[config.mk]
export PLATFORM = sky130hd
export DESIGN_NAME = multi_freq_div
export DESIGN_NICKNAME = d
export VERILOG_FILES = /design/src/rtl/multi_freq_div.sv
export SDC_FILE = /design/constraint.sdc
export NUM_CORES = 1
export LEC_CHECK = 0
export BUFFER_PORTS_ARGS = -buffer_cell sky130_fd_sc_hd__clkbuf_2
export CAP_MARGIN = 20
export CORE_ASPECT_RATIO = 2
export CORE_MARGIN = 3
export CORE_UTILIZATION = 50
export DETAILED_ROUTE_END_ITERATION = 8
export MAX_ROUTING_LAYER = met4
export PLACE_DENSITY = 0.68
export SLEW_MARGIN = 20
export SYNTH_ARGS = -nofsm -noshare
export SYNTH_HDL_FRONTEND = slang
export SYNTH_SLANG_ARGS = --single-unit
[constraint.sdc]
create_clock -name clk -period 4.9 [get_ports clk]
set_clock_uncertainty 0.15 [all_clocks]
set_input_delay 0.98 -clock clk [delete_from_list [all_inputs] [get_ports clk]]
set_output_delay 0.98 -clock clk [all_outputs]
set_load 0.01 [all_outputs]
[src/rtl/multi_freq_div.sv]
// Run-time programmable multi-channel divider: NUM_CH independent 50% duty square waves
// with a one-cycle tick on every rising output edge. Channels can be rewritten, frozen or re-phased.
module multi_freq_div #(
  parameter int NUM_CH    = 4,
  parameter int CNT_W     = 32,
  parameter int BASE_HALF = 2,
  localparam int CH_W     = (NUM_CH > 1) ? $clog2(NUM_CH) : 1
) (
  input  logic              clk,
  input  logic              reset,
  input  logic              en,
  input  logic              sync,
  input  logic              cfg_we,
  input  logic [CH_W-1:0]   cfg_ch,
  input  logic [CNT_W-1:0]  cfg_half,
  output logic [NUM_CH-1:0] clk_out,
  output logic [NUM_CH-1:0] tick
);

  for (genvar c = 0; c < NUM_CH; c++) begin : g_ch
    localparam logic [CNT_W-1:0] RST_HALF = CNT_W'(BASE_HALF) << c;

    logic [CNT_W-1:0] r_half;
    logic [CNT_W-1:0] r_cnt;
    logic             r_out;
    logic             r_tick;
    logic             w_wr;

    // An out-of-range channel index never matches, so such writes are dropped.
    assign w_wr = cfg_we && (cfg_ch == CH_W'(c));

    // A write or sync restarts the channel even while counting is frozen.
    always_ff @(posedge clk or negedge reset) begin
      if (!reset) begin
        r_half <= RST_HALF;
        r_cnt  <= '0;
        r_out  <= 1'b0;
        r_tick <= 1'b0;
      end else if (w_wr || sync) begin
        if (w_wr) begin
          r_half <= cfg_half;
        end
        r_cnt  <= '0;
        r_out  <= 1'b0;
        r_tick <= 1'b0;
      end else if (!en) begin
        r_tick <= 1'b0;
      end else if (r_half == '0) begin
        r_cnt  <= '0;
        r_out  <= 1'b0;
        r_tick <= 1'b0;
      end else if (r_cnt == r_half - CNT_W'(1)) begin
        r_cnt  <= '0;
        r_out  <= ~r_out;
        r_tick <= ~r_out;
      end else begin
        r_cnt  <= r_cnt + CNT_W'(1);
        r_tick <= 1'b0;
      end
    end

    assign clk_out[c] = r_out;
    assign tick[c]    = r_tick;
  end

endmodule

# [Yosys cells after proc, flatten, opt, wreduce, memory -nomap -nowiden]
# Cells that the tools add are included.
[totals] regBits=264 in_bits=39 out_inout_bits=8 word_cells=112
[classes] addsub=8 n_eq_ne=7 mux=48 n_bitwise=4 n_reduce_logical=29
[ops] op="32-bit two-way mux" count=16
[ops] op="32-bit by 1-bit adder with 32-bit output, second input constant" count=4
[ops] op="32-bit equality test" count=4
[ops] op="32-bit logical NOT" count=4
[ops] op="32-bit by 1-bit subtractor with 32-bit output, second input constant" count=4
[ops] op="1-bit two-way mux" count=32
[ops] op="2-bit AND reduction" count=8
[ops] op="3-bit nonzero test" count=4
[ops] op="2-bit nonzero test" count=4
[ops] op="2-bit equality test, second input constant" count=2
[ops] op="1-bit logical AND" count=4
[ops] op="1-bit logical OR" count=4
[ops] op="1-bit NOT" count=4
[ops] op="2-bit by 1-bit equality test with 1-bit output, second input constant" count=1
[ops] op="2-bit logical NOT" count=1

# [Logic depth before layout (Yosys ltp)]
# Gate-level depths: netlist of run 1.
[logic_depth] ltp_word=6 mapped_depth=14 depth_no_buf=11

# [Worst setup path before layout of run 1]
# OpenSTA, ideal clock, no wires.
[synth_path] kind="register to register" from="reg g_ch[2].r_half[0]" to="reg g_ch[2].r_cnt[20]" arrival_ps=3958 required_time_ps=4631 path_slack_ps=673 path_stages_with_launch=15 path_buffers=3 period_less_slack_ps=4227 cell_sequence="dfrtp_1 -> inv_1 -> ha_1 -> or4b_4 -> or4_1 -> buf_2 -> or3_1 -> and3_1 -> nor2_1 -> or4b_1 -> or4_1 -> buf_2 -> a21oi_4 -> buf_6 -> nor2_1"
[synth_between] elab_chain_cells=6 elab_cells_between_ends=7 cone_classes="add/sub (1); eq/ne (1); mux (4); reduce/logical (1)"
[synth_rtl] element="start: declaration" line_no="23" source="logic [CNT_W-1:0] r_half;"
[synth_rtl] element="start signal: assignment" line_no="41" source="r_half <= cfg_half;"
[synth_rtl] element="32-bit by 1-bit subtractor with 32-bit output" line_no="52" source="end else if (r_cnt == r_half - CNT_W'(1)) begin"
[synth_rtl] element="32-bit equality test" line_no="52"
[synth_rtl] element="32-bit two-way mux" line_no="52"
[synth_rtl] element="32-bit two-way mux *" line_no="48" source="end else if (r_half == '0) begin"
[synth_rtl] element="32-bit two-way mux *" line_no="46" source="end else if (!en) begin"
[synth_rtl] element="32-bit two-way mux *" line_no="39" source="end else if (w_wr || sync) begin"
[synth_rtl] element="end signal: assignment" line_no="57" source="r_cnt <= r_cnt + CNT_W'(1);"
[synth_rtl] element="end: declaration" line_no="24" source="logic [CNT_W-1:0] r_cnt;"
# Mark *: on every way between the ends. The rest lies on a longest branch, timed or not. The select of a mux whose other input is x is not followed.
# A chain may end at the register's enable or synchronous reset.

# [Worst setup path in the final report of run 1]
[layout_path] from="reg g_ch[2].r_half[0]" to="reg g_ch[2].r_out"
[layout_between] elab_chain_cells=4 elab_cells_between_ends=8 cone_classes="add/sub (1); eq/ne (1); mux (3); reduce/logical (3)"
[layout_rtl] element="32-bit by 1-bit subtractor with 32-bit output / 32-bit logical NOT (equally long branches)" line_no="52, 48"
[layout_rtl] element="32-bit equality test / 1-bit two-way mux (equally long branches)" line_no="52, 48"
[layout_rtl] element="3-bit nonzero test (no line) / 1-bit two-way mux (equally long branches)"
[layout_rtl] element="2-bit AND reduction (no line) / 1-bit two-way mux (equally long branches)"
[layout_rtl] element="end signal: assignment" line_no="54" source="r_out <= ~r_out;"
[layout_rtl] element="end: declaration" line_no="25" source="logic r_out;"
# Parallel ways exist; a longest one is shown, timed or not. The select of a mux whose other input is x is not followed.

==> results.md, run 1 <==
* Status: complete, no violations
* Net Sw Power at 1.94 mW
* CTS root buffer: clkbuf_16
* Crit Path Category: reg -> reg
* DR WL/cell at 20.5 µm
* Slowest CP cell: or4_1
* Async S/R FF share, synth at 100%
* Vias at ~14000
* Clk sink count at 264
* Hpwl dp at 36500 µm
* Synth top area share at 39.3%
* Row Count at 93
* Final min period at 4.54 ns
* Fin area at 0.0181 mm²
* Crit share post-route at 92.7%
* Number of vias per cell at 6.04
* Final Hold Viols at 0
* R2r startpoint: g_ch[2].r_half[0]
* Post-synth top cells: nand2_1, dfrtp_1, nor2_1, xnor2_1, xor2_1
* FF+latch count, synth at 264
* Core area at about 0.032 mm²
* Chip width at around 130 µm
* Worst vdd ir at 0.000461 V
* IO Port Bufs at 46
* Ys flop type: dfrtp_1
* CP cell instances: inv_1 > ha_1 > or4b_4 > or4_1 > or3_1 > and3_1 > nor2_1 > or4b_1 > or4_1 > a21oi_4 > buf_12 > o2bb2ai_1
* Routability cong. at 0.958
* Number of flops mapped to enable cells by yosys at 0
* Switch share at 31.4%
* Reg-to-Reg End: g_ch[2].r_out
* Final #Nets at 1955
* Final Max Slew Viols at 0
* Post-synth cell types at 72
* Setup TNS at 0 ns
* Min-delay worst type: in -> async
* Critical Path Fanout Max at 28
* Initial antenna violation count at 1
* Clock power frac at 35.4%
* Worst Path Arrival at 4.82 ns
* Global-route wire length before repair at 77100 µm
* Pin slew with the least headroom to its limit at between 1 and 1.5 ns
* Most frequent CP cell: or4_1
* First drt pass iteration count at 5
* Final antenna-violating net count at 0
* Max clock buf depth at 3
* GRT overflow at 0
* Initial Util at 50.9%
* Die H at around 260 µm
* Seq/Total Area, Yosys at between 30 and 40%
* YS warnings at 0
* Top cell type by total area after synthesis: dfrtp_1
* Logic pwr share at 20.0%
* R2R Setup Slk at 0.36 ns
* Number of top-level design ports at 47
* Leak pwr at about 7.3 nW
* R2R depth at 12
* Flop pwr share at ~45%
* Top post-synthesis cells by area: dfrtp_1, xnor2_1, xor2_1
* Share of layout cells above drive strength 1 at 10.1%
* Clk pin slew, worst setup/hold paths at 0.07 ns
* Largest net degree at the start of global routing at 114
* Area of the die at between 0.03 and 0.04 mm²
* Max Cap Viol at 0
* Startpoint Class: register
* Setup crit end kind: register
* CTS Buf Count at 25
* PostCTS Resize Cnt at 0
* Final setup fails at 0
* Fmax at 220 MHz
* H-tree lvl count at 1
* CTS tree: yes
* RSZ-0062 raised after global routing: no
* Hold_buf cts at 0
* Placed inst area at 0.0172 mm²
* Cells after synthesis at 1896
* DRT iter0 DRCs at 882
* Syn nets at ~2000
* Clock Latency Late Sink at approximately 0.54 ns
* Count leader, synth: nand2_1
* Synthesized area per cell at 8.72 µm²
* Total track usage at 28.3%
* Cell Area, Synth at 0.0165 mm²
* Setup Fix Bufs, Post-CTS at 0
* Area added between synthesis and finish at 9.35%
* Total Routed Length at 48400 µm
* Drt drc at 0
* Relative slew slack at a little over a quarter
* Critical Path RT at 5.18 ns
* Slowest cell delay on critical path at ~0.71 ns
* Vias in the first global route at 14500
* PD cells at 342 mW/mm²
* Int Pwr at 4.24 mW
[cell usage in the layout, fill, tap and decap left out, drive strengths merged, types with 13 or more instances in the layout]
cell	count
dfrtp	260
nand4	49
nand3	89
clkbuf	76
or4	23
nand3b	13
mux2	62
nor4b	17
buf	24
nor4	49
o21ai	55
nor2	221
a31oi	14
nor3	65
nand2	274
or3	39
inv	44
xnor2	150
a211oi	16
and3	27
xor2	130
a21oi	28
[worst max-delay path by stage]
stage                            startpoint                end  slack (ns)  depth (start not counted)
after floorplan           g_ch[2].r_half[0]  g_ch[2].r_cnt[20]        0.67                         14
after global placement    g_ch[2].r_half[0]      g_ch[2].r_out        0.44                         12
after detailed placement  g_ch[2].r_half[0]      g_ch[2].r_out        0.37                         12
after CTS                 g_ch[2].r_half[0]      g_ch[2].r_out        0.36                         12
after global routing      g_ch[2].r_half[0]      g_ch[2].r_out        0.14                         12
final                     g_ch[2].r_half[0]      g_ch[2].r_out        0.36                         12
[cell families (layout without fill, tap and decap cells)]
logic type / after synthesis / in the layout / synth area share (%)
and+or+nand+nor: 948 / 948 / 28.5
adders and majority gates: 8 / 8 / 0.605
muxes: 67 / 67 / 4.53
AOI/OAI and AO/OA: 201 / 201 / 8.32
other: 0 / 2 / 0
buffers and inverters: 128 / 158 / 3.25
DFF: 264 / 264 / 40.0
xor gates and xnor gates: 280 / 280 / 14.8
[through the flow]
stage / hold slack (ns) / util (%) / power, mW / setup WS [ns] / cells
finish: 0.275 / 55.7 / 6.18 / 0.357 / 2355
global placement: 0.352 / 52.9 / 3.97 / 0.441 / 2308
detailed placement: 0.358 / 52.9 / 4.01 / 0.372 / 2308
CTS: 0.296 / 55.7 / 6.22 / 0.357 / 2353
global route: 0.310 / 55.7 / 6.48 / 0.139 / 2354
floorplan: 0.305 / - / 3.59 / 0.673 / 1896
[registers in the layout, summed over array words and instances (netlist names)]
| register | cells |
|---|---|
| g_ch.r_cnt | 128 |
| g_ch.r_half | 128 |
| g_ch.r_out | 4 |
| g_ch.r_tick | 4 |
[routing by layer]
| layer | global-route usage (%) | part of all wire, % |
|---|---|---|
| met3 | 2.45 | 3.9 |
| met5 | - | 0 |
| met1 | 29.5 | 36 |
| met2 | 51.0 | 53 |
| met4 | 16.7 | 7.1 |
[final cells by class]
| type | instances | area, µm² |
|---|---|---|
| Sequential cell | 264 | 6610 |
| Timing Repair Buffer | 69 | 450 |
| Tap cell | 427 | 534 |
| Clock inverter | 14 | 264 |
| Antenna cell | 2 | 5.00 |
| Clock buffer | 31 | 648 |
| Inverter | 44 | 165 |
| Fill cell | 2949 | 14400 |
| Multi-Input combinational cell | 1504 | 9400 |
[critical path: cells and delay by family, from the launching register on]
| family | cells | cell delay [ns] |
|---|---|---|
| AO/OA/AOI/OAI | 2 | 0.31 |
| adder cells (fa/ha/maj) | 1 | 0.27 |
| buffers and inverters | 2 | 0.28 |
| flip-flops | 1 | 0.44 |
| AND/OR/NAND/NOR | 7 | 2.98 |
[power groups by stage]
stage	Sequential (mW)	Combinational [mW]	Clock, mW
floorplan	2.60	0.990	0
global placement	2.78	1.20	0
detailed placement	2.79	1.23	0
CTS	2.75	1.23	2.24
global route	2.78	1.38	2.31
finish	2.75	1.24	2.18
No activity file was read; power rests on OpenSTA's default activity.
==> run 2, diff against run 1 <==
--- a/config.mk
+++ b/config.mk
@@ -7,12 +7,14 @@
 export LEC_CHECK = 0
 export BUFFER_PORTS_ARGS = -buffer_cell sky130_fd_sc_hd__clkbuf_2
 export CAP_MARGIN = 20
+export CELL_PAD_IN_SITES_DETAIL_PLACEMENT = 0
+export CELL_PAD_IN_SITES_GLOBAL_PLACEMENT = 1
 export CORE_ASPECT_RATIO = 2
 export CORE_MARGIN = 3
-export CORE_UTILIZATION = 50
+export CORE_UTILIZATION = 49
 export DETAILED_ROUTE_END_ITERATION = 8
 export MAX_ROUTING_LAYER = met4
-export PLACE_DENSITY = 0.68
+export PLACE_DENSITY = 0.83
 export SLEW_MARGIN = 20
 export SYNTH_ARGS = -nofsm -noshare
 export SYNTH_HDL_FRONTEND = slang
==> run 2 against run 1 <==
Against the previous run:
- maximum frequency rose by 2.5%
- die area is 2.0% higher
- first-iteration DRC count shrank 12%
- critical path type unchanged
==> results.md, run 2 (synthesis gave the netlist of run 1 again) <==
* Status: complete, no violations
* Number of vias per cell at 5.98
* H-tree lvl count at 1
* IO Port Bufs at 46
* # fillers at approximately 3200
* Clock power frac at 34.0%
* Fin area at between 0.015 and 0.02 mm²
* Row Count at 94
* CTS tree: yes
* Total Routed Length at 49000 µm
* Final Hold Viols at 0
* Worst vdd ir at about 0.00031 V
* Initial Util at 50.0%
* Startpoint Class: register
* Worst Path Arrival at between 4 and 5 ns
* Initial antenna violation count at 0
* Final Max Slew Viols at 0
* Share of layout cells above drive strength 1 at 10.1%
* Relative slew slack at 30.0%
* DRT iter0 DRCs at 772
* Setup crit end kind: register
* GRT overflow at 0
* Placed cell count at roughly 2300
* PostCTS Resize Cnt at 0
* Setup TNS at 0 ns
* Vias at approximately 14000
* Power, Total at 6.05 mW
* Core Util, Final at 54.6%
* Crit Path Category: reg -> reg
* Area added between synthesis and finish at 9.05%
* Total track usage at 28.2%
* Final setup fails at 0
* R2r startpoint: g_ch[2].r_half[0]
* Critical Path Fanout Max at 28
* Hpwl dp at between 30000 and 40000 µm
* Net Sw Power at about 1.9 mW
* Crit share post-route at between 90% and 100%
* Clk pin slew, worst setup/hold paths at 0.07 ns
* Placed inst area at 0.0172 mm²
* Largest net degree at the start of global routing at 104
* Most common cell after layout, fill and taps aside: nand2_1
* Vias in the first global route at 14500
* Setup Fix Bufs, Post-CTS at 0
* ANT cells at 0
* CTS root buffer: clkbuf_16
* Leak pwr at 7.32 nW
* Core area at 0.0330 mm²
* Chip width at between 100 and 150 µm
* Max Cap Viol at 0
* CP Launch Point: g_ch[2].r_half[0]
* Final #Nets at 1955
* CTS Buf Count at 25
* Most frequent cells in the layout: nand2_1, dfrtp_1, nor2_1
* Logic pwr share at 20.5%
* Fmax at 226 MHz
* First drt pass iteration count at 5
* Global-route wire length before repair at 77600 µm
* PD cells at 336 mW/mm²
* Critical Path RT at between 5 and 6 ns
* Max clock buf depth at 3
* Die H at approximately 270 µm
* Biggest regs: g_ch.r_cnt: 128 flops, g_ch.r_half: 128 flops
* Area of the die at 0.0361 mm²
* RSZ-0062 raised after global routing: no
* Final min period at 4.43 ns
* Pin slew with the least headroom to its limit at 1.05 ns
* Switch share at 31.9%
* Clock Latency Late Sink at 0.55 ns
* Finished Layout Cells at 2358
* Clk sink count at around 260
* Number of top-level design ports at 47
* Int Pwr at 4.12 mW
* Drt drc at 0
* Flop pwr share at 45.5%
* Min-delay worst type: in -> async
* DR WL/cell at 20.8 µm
* Hold_buf cts at 0
* Routability cong. at 0.967
* Final antenna-violating net count at 0
-- run 2: worst max-delay path, stage by stage (launching register included) --
cell	delay [ns]
dfrtp_1	0.44
inv_1	0.10
ha_1	0.27
or4b_4	0.53
or4_1	0.59
buf_4	0.19
nor4_1	0.24
xnor2_1	0.13
nor2_1	0.10
or4b_1	0.44
or4_1	0.62
a21oi_4	0.22
buf_12	0.19
o2bb2ai_1	0.09
-- run 2: worst paths after layout --
kind / slack, ns / endpoint / cells after the start
max: 0.47 / g_ch[2].r_out / 13
min: 0.29 / g_ch[2].r_cnt[8] / 1
max reg2reg: 0.47 / g_ch[2].r_out / 13
min reg2reg: 0.35 / g_ch[0].r_tick / 1
max in group asynchronous: 3.29 / g_ch[3].r_cnt[2] / 2
min in group clk: 0.35 / g_ch[0].r_tick / 1
-- run 2: area by class of cell --
class / count / area [µm²] / area share, %
clock buffers: 41 / 786 / 4.36
clock inverters: 4 / 76.3 / 0.423
inverters: 44 / 165 / 0.916
multi-input cells: 1504 / 9400 / 52.1
flip-flops and latches: 264 / 6610 / 36.7
well taps: 432 / 541 / 3.00
repair buffers: 69 / 450 / 2.50
-- run 2: routing by layer --
layer	track usage [%]	vias up	wire length [µm]
li1	-	6671	-
met1	30.0	6910	17900
met2	51.6	367	26500
met3	2.27	153	1610
met4	14.5	0	2910
met5	-	-	0
-- run 2: power by group through the flow --
stage          clock network (mW)  registers [mW]  logic (mW)
3_5_place_dp                    0            2.79        1.23
2_1_floorplan                   0            2.60       0.990
3_3_place_gp                    0            2.78        1.21
5_1_grt                      2.18            2.78        1.38
4_1_cts                      2.10            2.75        1.24
6_report                     2.05            2.75        1.24
-- run 2: metrics by stage --
step,worst slack [ns],hold WS [ns]
floorplan,0.673,0.305
global placement,0.551,0.344
detailed placement,0.468,0.343
CTS,0.442,0.288
global route,0.218,0.312
finish,0.469,0.291
==> run 3, diff against run 2 <==
--- a/config.mk
+++ b/config.mk
@@ -7,12 +7,13 @@
 export LEC_CHECK = 0
 export BUFFER_PORTS_ARGS = -buffer_cell sky130_fd_sc_hd__clkbuf_2
 export CAP_MARGIN = 20
-export CELL_PAD_IN_SITES_DETAIL_PLACEMENT = 0
-export CELL_PAD_IN_SITES_GLOBAL_PLACEMENT = 1
+export CELL_PAD_IN_SITES_DETAIL_PLACEMENT = 2
+export CELL_PAD_IN_SITES_GLOBAL_PLACEMENT = 2
 export CORE_ASPECT_RATIO = 2
 export CORE_MARGIN = 3
-export CORE_UTILIZATION = 49
+export CORE_UTILIZATION = 40
 export DETAILED_ROUTE_END_ITERATION = 8
+export GPL_TIMING_DRIVEN = 0
 export MAX_ROUTING_LAYER = met4
 export PLACE_DENSITY = 0.83
 export SLEW_MARGIN = 20
==> run 3 against run 2 <==
Against the previous run:
- register-to-register slack worse by 0.27 ns
- routed wire length rose by 27%
- via count is 6.4% higher
- first-iteration DRC count down 24%
- count of clock-buffer cells in the layout down 6
- setup slack got worse by 0.27 ns
- combinational power increased by 17%
- critical path depth up 1
- maximum frequency down 5.7%
- non-clock buffer count up 67
- critical path type unchanged
- critical endpoint is now g_ch[2].r_cnt[12]
- largest cell class unchanged
==> results.md, run 3 (synthesis gave the netlist of run 1 again) <==
* Final antenna-violating net count at 0
* GRT overflow at 0
* DR WL met3 at 1680 µm
* Drt drc at 0
* Leak pwr at 7.42 nW
* Status: complete, no violations
* Relative slew slack at approximately a fifth
* CTS Buf Count at 26
* Worst vdd ir at between 0.0003 and 0.0004 V
* Crit Path Category: reg -> reg
* R2r startpoint: g_ch[2].r_half[0]
* Core area at between 0.04 and 0.05 mm²
* Fin area at 0.0185 mm²
* Final Max Slew Viols at 0
* Hpwl dp at 47300 µm
* Final min period at 4.70 ns
* Startpoint Class: register
* Total Routed Length at approximately 62000 µm
* Chip width at 150 µm
* Pin slew with the least headroom to its limit at 1.19 ns
* Share of layout cells above drive strength 1 at 10.4%
* R2R depth at 14
* DR WL/cell at 24.5 µm
* H-tree lvl count at 1
* Hold_buf cts at 0
* Biggest regs: g_ch.r_cnt: 128 flops, g_ch.r_half: 128 flops
* Worst hold slack at 0.226 ns
* Initial antenna violation count at 2
* Multi-input logic area at 0.00945 mm²
* Initial Util at 40.7%
* Number of top-level design ports at 47
* Area of the die at 0.0440 mm²
* IO Port Bufs at 45
* Total track usage at between 20% and 30%
* M1 WL at 21900 µm
* Clk pin slew, worst setup/hold paths at 0.07 ns
* Max layer used: met4
* Most common cell after layout, fill and taps aside: nand2_1
* PD cells at around 340 mW/mm²
* Min-delay worst type: in -> async
* Crit share post-route at 95.9%
* # fillers at 4515
* Routability cong. at 0.914
* WL met2 at roughly 34000 µm
* Final #Nets at 2023
* Fmax at 213 MHz
* Seq. cell area at approximately 0.0066 mm²
* Final Hold Viols at 0
* CTS tree: yes
* Finished Layout Cells at around 2500
* First drt pass iteration count at 4
* Setup crit end kind: register
* Critical Path Fanout Max at 10
* Reg-to-Reg End: g_ch[2].r_cnt[12]
* Max clock buf depth at 3
* Largest net degree at the start of global routing at 78
* Vias at 15000
* Critical Path RT at roughly 5.2 ns
* Global-route wire length before repair at 96900 µm
* CTS root buffer: clkbuf_16
* RSZ-0062 raised after global routing: no
* Die H at 294 µm
* Max Cap Viol at 0
* Clock Latency Late Sink at 0.57 ns
* Clk sink count at 264
* Vias in the first global route at 17000
* Number of vias per cell at 5.93
* Row Count at 104
* Most frequent cells in the layout: nand2_1, dfrtp_1, nor2_1
* Placed cell count at roughly 2500
* Core Util, Final at between 40% and 50%
* Area added between synthesis and finish at 11.8%
* Final setup fails at 0
* DRT iter0 DRCs at 589
* R2R Setup Slk at between 0.15 and 0.2 ns
* Placed inst area at 0.0175 mm²
* Worst Path Arrival at 5.01 ns
run 3: worst max-delay path by stage:
stage,start,to,slack [ns]
global route,g_ch[3].r_half[17],g_ch[3].r_cnt[26],0.008
finish,g_ch[2].r_half[0],g_ch[2].r_cnt[12],0.20
floorplan,g_ch[2].r_half[0],g_ch[2].r_cnt[20],0.67
detailed placement,g_ch[3].r_half[2],g_ch[3].r_cnt[20],-0.009
global placement,reset,g_ch[0].r_cnt[21],-3.05
CTS,g_ch[0].r_half[0],g_ch[0].r_cnt[29],0.02
run 3: power by group:
part	leakage (nW)	total, mW	internal [mW]	switching (mW)
registers	3.44	2.68	2.38	0.299
clock network	0.425	2.10	1.15	0.951
logic	3.56	1.45	0.564	0.890
run 3: area by class of cell:
type | count | share of cell area (%)
Timing Repair Buffer | 53 | 1.91
Clock inverter | 13 | 0.582
Multi-Input combinational cell | 1504 | 51.1
Inverter | 44 | 0.893
Tap cell | 530 | 3.59
Buffer | 83 | 2.00
Clock buffer | 35 | 4.14
Sequential cell | 264 | 35.8
Antenna cell | 2 | 0.0271
run 3: what timing repair did:
action,in CTS,in global routing
pin swaps,0,1
buffers inserted,0,4
resized for setup,2,10
endpoints found under the setup margin,7,70
endpoints found under the hold margin,0,0
run 3: critical path: stages, from the launching register on:
cell and delay, ns:
dfrtp_1 0.45, inv_1 0.11, ha_2 0.26, or4b_4 0.53, or4_1 0.56, buf_2 0.20, or3_1 0.38, and3_1 0.21
nor2_1 0.09, or4b_1 0.45, or4_1 0.48, buf_2 0.19, a21oi_4 0.27, buf_6 0.19, nor2_1 0.06
run 3: layer usage:
metal	vias to the layer above	global-route usage [%]
li1	6814	-
met2	308	54.7
met1	7679	28.8
met3	198	3.10
met4	0	16.2
met5	-	-
run 3: through the flow:
| step | worst slack (ns) | power [mW] | setup TNS (ns) |
|---|---|---|---|
| final | 0.199 | 6.24 | 0 |
| after global routing | 0.00807 | 6.54 | 0 |
| after global placement | -3.05 | 4.01 | -798.19 |
| after CTS | 0.0243 | 6.27 | 0 |
| after floorplan | 0.673 | 3.59 | 0 |
| after detailed placement | -0.00908 | 4.13 | -0.0113 |
